## config.mk

```make
export PLATFORM = sky130hd
export DESIGN_NAME = instr_seq_ctrl
export DESIGN_NICKNAME = d
export VERILOG_FILES = /design/src/rtl/instr_seq_ctrl.sv
export SDC_FILE = /design/constraint.sdc
export NUM_CORES = 1
export LEC_CHECK = 0
export CORE_UTILIZATION = 40
export DETAILED_ROUTE_END_ITERATION = 12
export PLACE_DENSITY = 0.75
export SLEW_MARGIN = 20
export SYNTH_ARGS = -nofsm -noshare
export SYNTH_HDL_FRONTEND = slang
export SYNTH_SLANG_ARGS = --single-unit
```

## constraint.sdc

```tcl
create_clock -name clk -period 1.5 [get_ports clk]
set_input_delay 0.15 -clock clk [delete_from_list [all_inputs] [get_ports clk]]
set_output_delay 0.15 -clock clk [all_outputs]
set_load 0.01 [all_outputs]
```

## src/rtl/instr_seq_ctrl.sv

```systemverilog
// Purpose : multi-cycle RV32 R-type sequencer (IDLE->IF->ID->RR->EX->WB) driving a
//           register array / ALU datapath through one-cycle strobes.
// Latency : 5 cycles per legal instruction (fetch returning in its first IF cycle);
//           an illegal instruction costs IF+ID only.
// Backpressure : IF waits as long as needed for inst_valid; inst_valid outside IF is ignored.
//
// Ports:
//   clk, rst_n          clock, asynchronous active-low reset
//   run                 level; keeps the sequencer fetching back-to-back
//   inst_req/inst_addr  fetch request and address (= PC) to instruction memory
//   inst_valid/inst_data fetch return
//   R_Addr_A/R_Addr_B/W_Addr/ALU_OP  decoded fields, stable from ID until the next ID
//   rr_en/f_en/wb_en    operand latch / result latch / write-back strobes
//   Reg_Write           register write enable (WB only, suppressed for rd = x0)
//   illegal             one-cycle pulse after decoding an unsupported instruction
//   busy                high whenever the sequencer is not IDLE
//   instr_cnt           retired-instruction counter (wraps)
module instr_seq_ctrl #(
  parameter int              PC_W     = 8,
  parameter logic [PC_W-1:0] RESET_PC = '0
) (
  input  logic            clk,
  input  logic            rst_n,
  input  logic            run,
  output logic            inst_req,
  output logic [PC_W-1:0] inst_addr,
  input  logic            inst_valid,
  input  logic [31:0]     inst_data,
  output logic [4:0]      R_Addr_A,
  output logic [4:0]      R_Addr_B,
  output logic [4:0]      W_Addr,
  output logic [3:0]      ALU_OP,
  output logic            Reg_Write,
  output logic            rr_en,
  output logic            f_en,
  output logic            wb_en,
  output logic            illegal,
  output logic            busy,
  output logic [15:0]     instr_cnt
);

  typedef enum logic [2:0] {
    S_IDLE,
    S_IF,
    S_ID,
    S_RR,
    S_EX,
    S_WB
  } state_t;

  state_t          state;
  logic [31:0]     ir;
  logic [PC_W-1:0] pc;
  logic            ir_legal;

  // Decoded fields are direct slices of the instruction register, so they are
  // flop outputs that change only when a new word is captured on entry to ID.
  assign R_Addr_A  = ir[19:15];
  assign R_Addr_B  = ir[24:20];
  assign W_Addr    = ir[11:7];
  assign ALU_OP    = {ir[30], ir[14:12]};
  assign inst_addr = pc;

  // Only the base R-type ALU group: funct7 must be 0000000, or 0100000 for SUB/SRA.
  always_comb begin
    ir_legal = (ir[6:0] == 7'b0110011) && !ir[31] && (ir[29:25] == 5'b00000) &&
               (!ir[30] || (ir[14:12] == 3'b000) || (ir[14:12] == 3'b101));
  end

  always_ff @(posedge clk or negedge rst_n) begin
    if (!rst_n) begin
      state     <= S_IDLE;
      pc        <= RESET_PC;
      ir        <= '0;
      instr_cnt <= '0;
      inst_req  <= 1'b0;
      Reg_Write <= 1'b0;
      rr_en     <= 1'b0;
      f_en      <= 1'b0;
      wb_en     <= 1'b0;
      illegal   <= 1'b0;
      busy      <= 1'b0;
    end else begin
      // Strobes default low so each is asserted for exactly one state.
      rr_en     <= 1'b0;
      f_en      <= 1'b0;
      wb_en     <= 1'b0;
      Reg_Write <= 1'b0;
      illegal   <= 1'b0;

      case (state)
        S_IDLE: begin
          if (run) begin
            state    <= S_IF;
            inst_req <= 1'b1;
            busy     <= 1'b1;
          end
        end

        S_IF: begin
          if (inst_valid) begin
            ir       <= inst_data;
            inst_req <= 1'b0;
            state    <= S_ID;
          end
        end

        S_ID: begin
          if (ir_legal) begin
            rr_en <= 1'b1;
            state <= S_RR;
          end else begin
            // Skip the instruction: no datapath strobes, no retirement.
            illegal <= 1'b1;
            pc      <= pc + PC_W'(4);
            if (run) begin
              state    <= S_IF;
              inst_req <= 1'b1;
            end else begin
              state <= S_IDLE;
              busy  <= 1'b0;
            end
          end
        end

        S_RR: begin
          f_en  <= 1'b1;
          state <= S_EX;
        end

        S_EX: begin
          wb_en     <= 1'b1;
          Reg_Write <= (ir[11:7] != 5'd0);  // x0 is never written
          state     <= S_WB;
        end

        S_WB: begin
          pc        <= pc + PC_W'(4);
          instr_cnt <= instr_cnt + 16'd1;
          // run is sampled only here, so dropping it mid-instruction lets it retire.
          if (run) begin
            state    <= S_IF;
            inst_req <= 1'b1;
          end else begin
            state <= S_IDLE;
            busy  <= 1'b0;
          end
        end

        default: begin
          state    <= S_IDLE;
          inst_req <= 1'b0;
          busy     <= 1'b0;
        end
      endcase
    end
  end

endmodule

```

Word level (Yosys, flattened, before mapping). Cells that the tools add are included.

Input port bits: 36. Output and inout bits: 50. Register bits: 66.

Reductions and logical operators: 20. Equal/unequal tests: 10. Mux-type cells: 22. Bitwise gates (word level): 2. Add/sub/neg operators: 2.

Operators with widths (count): 3-bit case mux with 6 select lines (1); 16-bit by 1-bit adder with 16-bit output, second input constant (1); 8-bit case mux with 2 select lines (1); 1-bit 2-to-1 mux (14); 3-bit equality test, second input constant (3); 8-bit by 3-bit adder with 8-bit output, second input constant (1); 8-bit 2-to-1 mux (1); 1-bit case mux with 4 select lines (2); 7-bit by 6-bit equality test with 1-bit output, second input constant (1); 3-bit by 2-bit equality test with 1-bit output, second input constant (2); 3-bit logical NOT (2); 3-bit 2-to-1 mux (2); 2-bit != test, second input constant (3); 2-bit AND reduction (3); 3-bit AND reduction (2); 5-bit logical NOT (1); 5-bit nonzero test (1); 2-bit OR reduction (2); 3-bit by 1-bit equality test with 1-bit output, second input constant (1); 1-bit logical AND (3); 3-bit OR reduction (1); 1-bit logical NOT (2); 1-bit logical OR (2); 2-bit 2-to-1 mux (1); 2 further kinds (3).

Depth between registers and ports, before layout. Gate-level depths: netlist of run 1.

Depth after elaboration: 6. Mapped depth: 6.

Least setup slack after synthesis of run 1. OpenSTA, ideal clock, no wires.

Kind: register to register. Start: register ir[31]. End: register pc[3], in the netlist inst_addr[3]. Slack: -148 ps. Path buffers: 0. Arrival: 1520 ps. Required time: 1372 ps. Setup time: 128 ps. Cell stages (with the launch flop): 6. Cells stage by stage: dfrtp_1 -> nor4b_2 -> nand4_1 -> o2111a_2 -> nor2_2 -> mux2_1.

Longest elaborated chain between the ends: 6.

Ends and longest elaborated chain: start, declared (RTL line 52) `logic [31:0] ir;`; start signal, assigned (RTL line 102) `ir <= inst_data;`; 1-bit logical NOT (RTL line 66) `ir_legal = (ir[6:0] == 7'b0110011) && !ir[31] && (ir[29:25] == 5'b00000) &&`; 1-bit logical AND (3 in series) (RTL line 66); 2-bit != test (no line); 2-bit AND reduction (no line); end signal, assigned (RTL line 115) `pc <= pc + PC_W'(4);`; end signal, assigned (RTL line 138) `pc <= pc + PC_W'(4);`; end, declared (RTL line 53) `logic [PC_W-1:0] pc;`.

No other way between the ends. A chain may end at the register's enable or synchronous reset.

Worst setup path in the final report of run 1. Ends and elaborated chain as after synthesis.

==> flow_metrics.py, run 1 <==
metrics = {
    "final_layout": {
        "final_util_pct": 63.2,
        "final_cells": 422,
        "layout-area-overhead-vs-synth_pct": 53.0,
        "fin_area_um2": 4290,
        "antenna_cells": 0,
        "drive_above_1_share_pct": 31.9,
        "layout.nets": 360,
    },
    "power": {
        "peakVddDrop_mv": 1.05,
        "power.density_nw_per_um2": 1850,
        "power_mw": 7.93,
        "leakage_nw": 1.93,
    },
    "floorplanning": {
        "die_w_um": 85.7,
        "core_area_um2": 6790,
        "ioPinCount": 86,
        "rows": 30,
        "start_util_pct": 41.3,
        "dieArea_um2": 7350,
        "fp.dieH_um": 85.7,
    },
    "drt": {
        "drt_pre_antenna_iters": 6,
        "drc": 0,
        "final_antenna_net_count": 0,
        "drt_iter0_drc": 74,
        "totalWireLength_um": 6220,
        "vias": 2011,
        "wl_per_cell_um": 14.7,
        "via_per_inst": 4.77,
    },
    "setup_path": {
        "reg2reg_depth": 5,
        "slowest_delay_ns": 0.39,
        "r2r-end": "inst_addr[3]$_DFFE_PN0P_",
        "startpoint_type": "flop",
        "path_cells": "nor4b_2, nand4_1, o2111a_2, nor2_4, mux2_4",
        "critPathArrivalTime_ns": 1.99,
        "path_class": "reg -> reg",
        "endpoint_kind": "flop",
        "cp.required_ns": 1.71,
        "crit_start": "ir[31]$_DFFE_PN0P_",
        "timing.rr.start": "ir[31]$_DFFE_PN0P_",
        "rrSetupSlack_ns": -0.28,
        "critPathMaxFanout": 5,
        "cpMaxStageDelayCell": "dfrtp_1",
    },
    "cts": {
        "cts_buffers": 9,
        "h-tree-depth": 3,
        "clk_latency_ns": 0.33,
        "cts_buffer_depth": 2,
        "tritoncts": "built",
        "cts_sinks": 64,
        "cts_root_buf": "clkbuf_8",
        "clk_transition_reported_paths_ns": 0.07,
    },
    "place": {
        "gp_congestion": 0.806,
        "dpl_worst_slack_ns": -0.244,
        "port-buffer-count": 83,
        "place_area_um2": 3750,
        "dpl.hpwl_um": 3760,
        "dp_cells": 390,
    },
    "global_route": {
        "globalRoute.totalOverflow": 0,
        "grt_pass1_wl_um": 8760,
        "grt_max_degree": 65,
        "antenna_found_initial": 0,
        "grt_pass1_vias": 1955,
        "track_usage_pct": 15.5,
    },
    "timing": {
        "max_freq_mhz": 562,
        "setup_ws_ns": -0.280,
        "rsz0062_at_grt": "true",
        "setup_viol": 22,
        "hold_ws_ns": 0.364,
        "finalHoldViolCount": 0,
        "maxSlewViolCount": 0,
        "period_needed_ns": 1.78,
        "tns_ns": -2.08,
        "period_share_pct": 119,
        "skew_ns": 0.00820,
    },
    "logic_synthesis": {
        "synthAdderAreaFrac_pct": 0.892,
        "synthMuxAreaShare_pct": 13.6,
        "netlist.top_cell.by_area": "dfrtp_1",
        "synth_area_um2": 2810,
        "synth-seq-cells": 64,
        "synth_cell_types": 36,
        "synth_top_family_by_area": "multiplexers",
        "synth_ff_type": "dfrtp_1",
        "synthTopCellsByArea": "dfrtp_1 (57%), mux2_2 (12%), buf_4 (5.6%), xnor2_1 (4.4%), xor2_1 (2.2%)",
        "synthSimpleGateAreaFrac_pct": 9.01,
        "ys_async_sr_fraction_pct": 100,
        "postSynthAreaPerCell_um2": 12.8,
        "synth_warnings": 0,
        "synth-xor-area-share_pct": 6.56,
        "synth_top_area_share_pct": 57.1,
        "synth-compound-area-share_pct": 5.17,
        "synthCells": 220,
        "synth_edf_count": 0,
        "ys_seq_area_share_pct": 57.1,
    },
    "hold_path": {
        "hold_path_class": "in -> async",
    },
    "status": {
        "violations": "negative setup slack",
        "outcome": "finished, violations left",
    },
    "flow_run": {
        "maxCapViolations": 0,
    },
}
[cell usage after synthesis, types with 4 or more instances]
cell	n
buf_4	21
xnor2_1	14
nand2_1	6
mux2_1	5
a21oi_1	6
dfrtp_1	64
nor3_1	4
buf_2	6
nor2_1	11
inv_1	5
mux2_2	29
xor2_1	7
o21ai_0	5
nand4_1	6
nand3_1	5
[power breakdown]
part	internal, mW	total (mW)	switching (mW)
logic	2.33	3.67	1.34
registers	2.39	2.85	0.459
clock network	0.796	1.41	0.616
total	5.51	7.93	2.42
[cell families after synthesis]
family,Yosys count
compound gates,21
xor+xnor,21
fa+ha+maj,2
buf+inv,33
flops,64
mux,34
other cells,1
simple gates,44
[timing repair]
action	CTS	global route
pin swaps	7	4
gates cloned	0	4
hold endpoints to repair	64	0
setup buffers	5	8
resized for setup	10	44
endpoints found under the setup margin	12	57
hold buffers	1	0
[critical path, delay by kind of cell (launching register included)]
| kind | cells | cell delay (ns) |
|---|---|---|
| AND/OR/NAND/NOR | 3 | 0.61 |
| multiplexers | 1 | 0.30 |
| AO/OA/AOI/OAI | 1 | 0.36 |
| flip-flops | 1 | 0.39 |
[state kept, by name, indices dropped and copies added, names as in the netlist, 3 cells and up]
signal and flops:
instr_cnt 16, state 3, inst_addr 6, ir 32
[metal layers]
metal | vias to the layer above | track usage (%) | wire (um)
met5 | - | 0 | 0
met4 | 0 | 7.73 | 127
met3 | 12 | 3.56 | 336
met2 | 64 | 24.7 | 2910
met1 | 988 | 19.9 | 2840
li1 | 947 | - | -
[cell type report]
cell class / count / area (um2)
fill: 539 / 2500
sequential: 64 / 1610
timing repair buffer: 118 / 1200
multi-input combinational: 124 / 1160
clock buffer: 11 / 141
tap: 96 / 120
clock inverter: 4 / 45.0
inverter: 5 / 18.8
[cell usage in the layout (no fill, tap or decap), drive strengths merged, types with 2 or more instances in the layout]
cell	n
nor2	12
clkinv	3
buf	32
nand4	7
nor2b	2
conb	2
dfrtp	64
mux2	34
inv	5
o2111ai	2
clkdlybuf4s50	77
nand2	6
xor2	7
nor3	4
o21ai	6
and4	3
dlygate4sd2	2
ha	2
xnor2	14
clkbuf	14
dlymetal6s2s	3
a21oi	6
nand3	5
[how the worst max path moves through the flow]
stage	endpoint
after global placement	ir[8]$_DFFE_PN0P_
after floorplan	inst_addr[3]$_DFFE_PN0P_
after detailed placement	ir[28]$_DFFE_PN0P_
after global routing	inst_addr[3]$_DFFE_PN0P_
after CTS	inst_addr[3]$_DFFE_PN0P_
final	inst_addr[3]$_DFFE_PN0P_
(Power assumes the default switching activity.)
==> run 2, diff against run 1 <==
==> constraint.sdc (replaced) <==
create_clock -name clk -period 1.5 [get_ports clk]
set_input_delay 0.15 -clock clk [delete_from_list [all_inputs] [get_ports clk]]
set_output_delay 0.15 -clock clk [all_outputs]
set_load 0.05 [all_outputs]
==> run 2 against run 1 <==
Net effect:
- the flow still finishes with violations (negative setup slack)
- hold slack better by 0.014 ns
- combinational power is 28% higher
- non-clock buffer count is 8 lower
- clock skew is 0.0019 ns higher
- utilization is 1.8 points lower
- first-iteration DRC count is 11% higher
- final cell count is 1.9% lower
- register-to-register slack better by 0.099 ns
- sequential power is 3% higher
- design area is 2.9% lower
- largest cell class unchanged
- largest power group unchanged
==> flow_metrics.py, run 2 (synthesis gave the netlist of run 1 again) <==
metrics = {
    "status": {
        "outcome": "finished, violations left",
        "violations": "negative setup slack",
    },
    "final_layout": {
        "final_cells": 414,
        "fin_area_um2": 4170,
        "final_common_cell": "buf_4",
        "layout.nets": 352,
        "antenna_cells": 0,
        "regMostFlops": "ir",
        "layout-area-overhead-vs-synth_pct": 48.6,
        "final_cell_mix": "buf_4 (63), dfrtp_1 (54), clkdlybuf4s50_1 (34), mux2_4 (31), xnor2_1 (14)",
        "largest_reg_flops": 32,
        "drive_above_1_share_pct": 46.5,
        "fillers": 552,
    },
    "global_route": {
        "antenna_found_initial": 0,
        "grt_pass1_wl_um": 8950,
        "track_usage_pct": 16.0,
        "grt_pass1_vias": 1873,
        "globalRoute.totalOverflow": 0,
        "grt_max_degree": 65,
    },
    "setup_path": {
        "timing.rr.start": "ir[31]$_DFFE_PN0P_",
        "path_class": "reg -> reg",
        "cp_top_family": "simple AND/OR/NAND/NOR gates",
        "crit_start": "ir[31]$_DFFE_PN0P_",
        "critPathBufInv": 0,
        "slowest_delay_ns": 0.39,
        "reg2reg_depth": 5,
        "critPathArrivalTime_ns": 1.89,
        "startpoint_type": "flop",
        "critPathMaxFanout": 5,
        "r2r-end": "inst_addr[3]$_DFFE_PN0P_",
        "path_depth": 5,
        "rrSetupSlack_ns": -0.18,
        "path_cells": "nor4b_2, nand4_1, o2111a_2, nor2_4, mux2_4",
        "endpoint": "inst_addr[3]$_DFFE_PN0P_",
        "cpMaxStageDelayCell": "dfrtp_1",
        "cp.required_ns": 1.71,
        "endpoint_kind": "flop",
    },
    "floorplanning": {
        "ioPinCount": 86,
        "core_area_um2": 6790,
        "fp.dieH_um": 85.7,
        "dieArea_um2": 7350,
        "rows": 30,
        "start_util_pct": 41.3,
        "die_w_um": 85.7,
    },
    "drt": {
        "vias": 1968,
        "drt_pre_antenna_iters": 4,
        "drt_iter0_drc": 82,
        "wl_per_cell_um": 14.3,
        "drc": 0,
        "via_per_inst": 4.75,
        "final_antenna_net_count": 0,
        "totalWireLength_um": 5940,
    },
    "timing": {
        "finalHoldViolCount": 0,
        "setup_viol": 25,
        "maxSlewViolCount": 0,
        "tns_ns": -1.04,
        "rsz0062_at_grt": "true",
        "max_freq_mhz": 595,
        "setup_ws_ns": -0.181,
        "period_share_pct": 112,
        "skew_ns": 0.0101,
        "period_needed_ns": 1.68,
    },
    "cts": {
        "h-tree-depth": 3,
        "cts_sinks": 64,
        "tritoncts": "built",
        "clk_transition_reported_paths_ns": 0.07,
        "cts_root_buf": "clkbuf_8",
        "cts_buffer_depth": 2,
        "clk_latency_ns": 0.33,
        "cts_buffers": 9,
    },
    "hold_path": {
        "hold_path_class": "in -> async",
    },
    "place": {
        "dpl_worst_slack_ns": -0.302,
        "port-buffer-count": 83,
        "gp_congestion": 0.747,
        "dp_cells": 386,
        "place_area_um2": 3620,
        "dpl.hpwl_um": 3690,
    },
    "power": {
        "power.density_nw_per_um2": 2220,
        "leakage_nw": 1.94,
        "peakVddDrop_mv": 1.22,
    },
    "flow_run": {
        "maxCapViolations": 0,
    },
}
-- run 2: worst register-to-register path, delay by kind of cell, from the launching register on --
family / cells / cell delay [ns]
AO/OA/AOI/OAI: 1 / 0.34
flip-flops: 1 / 0.39
multiplexers: 1 / 0.30
AND/OR/NAND/NOR: 3 / 0.54
-- run 2: worst min-delay path by stage --
| stage | start | endpoint | slack (ns) | cells after the start |
|---|---|---|---|---|
| 2_1_floorplan | rst_n | Reg_Write$_DFF_PN0_ | -0.15 | 0 |
| 5_1_grt | rst_n | ir[25]$_DFFE_PN0P_ | 0.42 | 3 |
| 3_5_place_dp | rst_n | ir[23]$_DFFE_PN0P_ | 0.20 | 2 |
| 4_1_cts | rst_n | ir[23]$_DFFE_PN0P_ | 0.38 | 3 |
| 6_report | rst_n | ir[23]$_DFFE_PN0P_ | 0.38 | 3 |
| 3_3_place_gp | rst_n | ir[24]$_DFFE_PN0P_ | 0.19 | 2 |
-- run 2: power by group --
| group | switching [mW] | internal, mW | leakage [nW] | total [mW] |
|---|---|---|---|---|
| Clock | 0.602 | 1.02 | 0.112 | 1.62 |
| Sequential | 0.545 | 2.40 | 0.786 | 2.94 |
| Combinational | 2.57 | 2.12 | 1.04 | 4.69 |
| Total | 3.72 | 5.53 | 1.94 | 9.25 |
-- run 2: layout make-up --
type                    count  area [um2]  share of cell area (%)
flip-flops and latches     64        1610                    38.7
multi-input cells         124        1160                    27.9
repair buffers            110        1030                    24.7
clock buffers              12         155                    3.72
well taps                  96         120                    2.88
clock inverters             3        65.1                    1.56
inverters                   5        18.8                   0.450
-- run 2: timing repair --
item / 4_1_cts / 5_1_grt
buffers inserted: 5 / 4
pin swaps: 6 / 6
hold buffers: 1 / 0
resized for setup: 16 / 32
gates cloned: 1 / 2
setup endpoints to repair: 40 / 49
hold endpoints to repair: 64 / 0
-- run 2: stage by stage --
| step | power (mW) | hold WS (ns) | utilization (%) |
|---|---|---|---|
| after floorplan | 5.97 | -0.146 | - |
| after global placement | 6.84 | 0.193 | 53.3 |
| after detailed placement | 6.92 | 0.196 | 53.3 |
| after CTS | 8.82 | 0.376 | 58.4 |
| after global routing | 9.71 | 0.420 | 61.3 |
| final | 9.25 | 0.378 | 61.3 |
-- run 2: routing by layer --
metal | part of all wire (%) | global-route usage (%)
met4 | 1.2 | 7.27
met5 | 0 | 0
met3 | 5.7 | 4.62
met1 | 48 | 21.4
met2 | 45 | 24.1
==> run 3, diff against run 2 <==
--- a/config.mk
+++ b/config.mk
@@ -5,6 +5,8 @@
 export SDC_FILE = /design/constraint.sdc
 export NUM_CORES = 1
 export LEC_CHECK = 0
+export ABC_CLOCK_PERIOD_IN_PS = 1500
+export CAP_MARGIN = 15
 export CORE_UTILIZATION = 40
 export DETAILED_ROUTE_END_ITERATION = 12
 export PLACE_DENSITY = 0.75
==> results of run 3 <==
No change in the layout: final DEF, timing and power equal those of run 2.
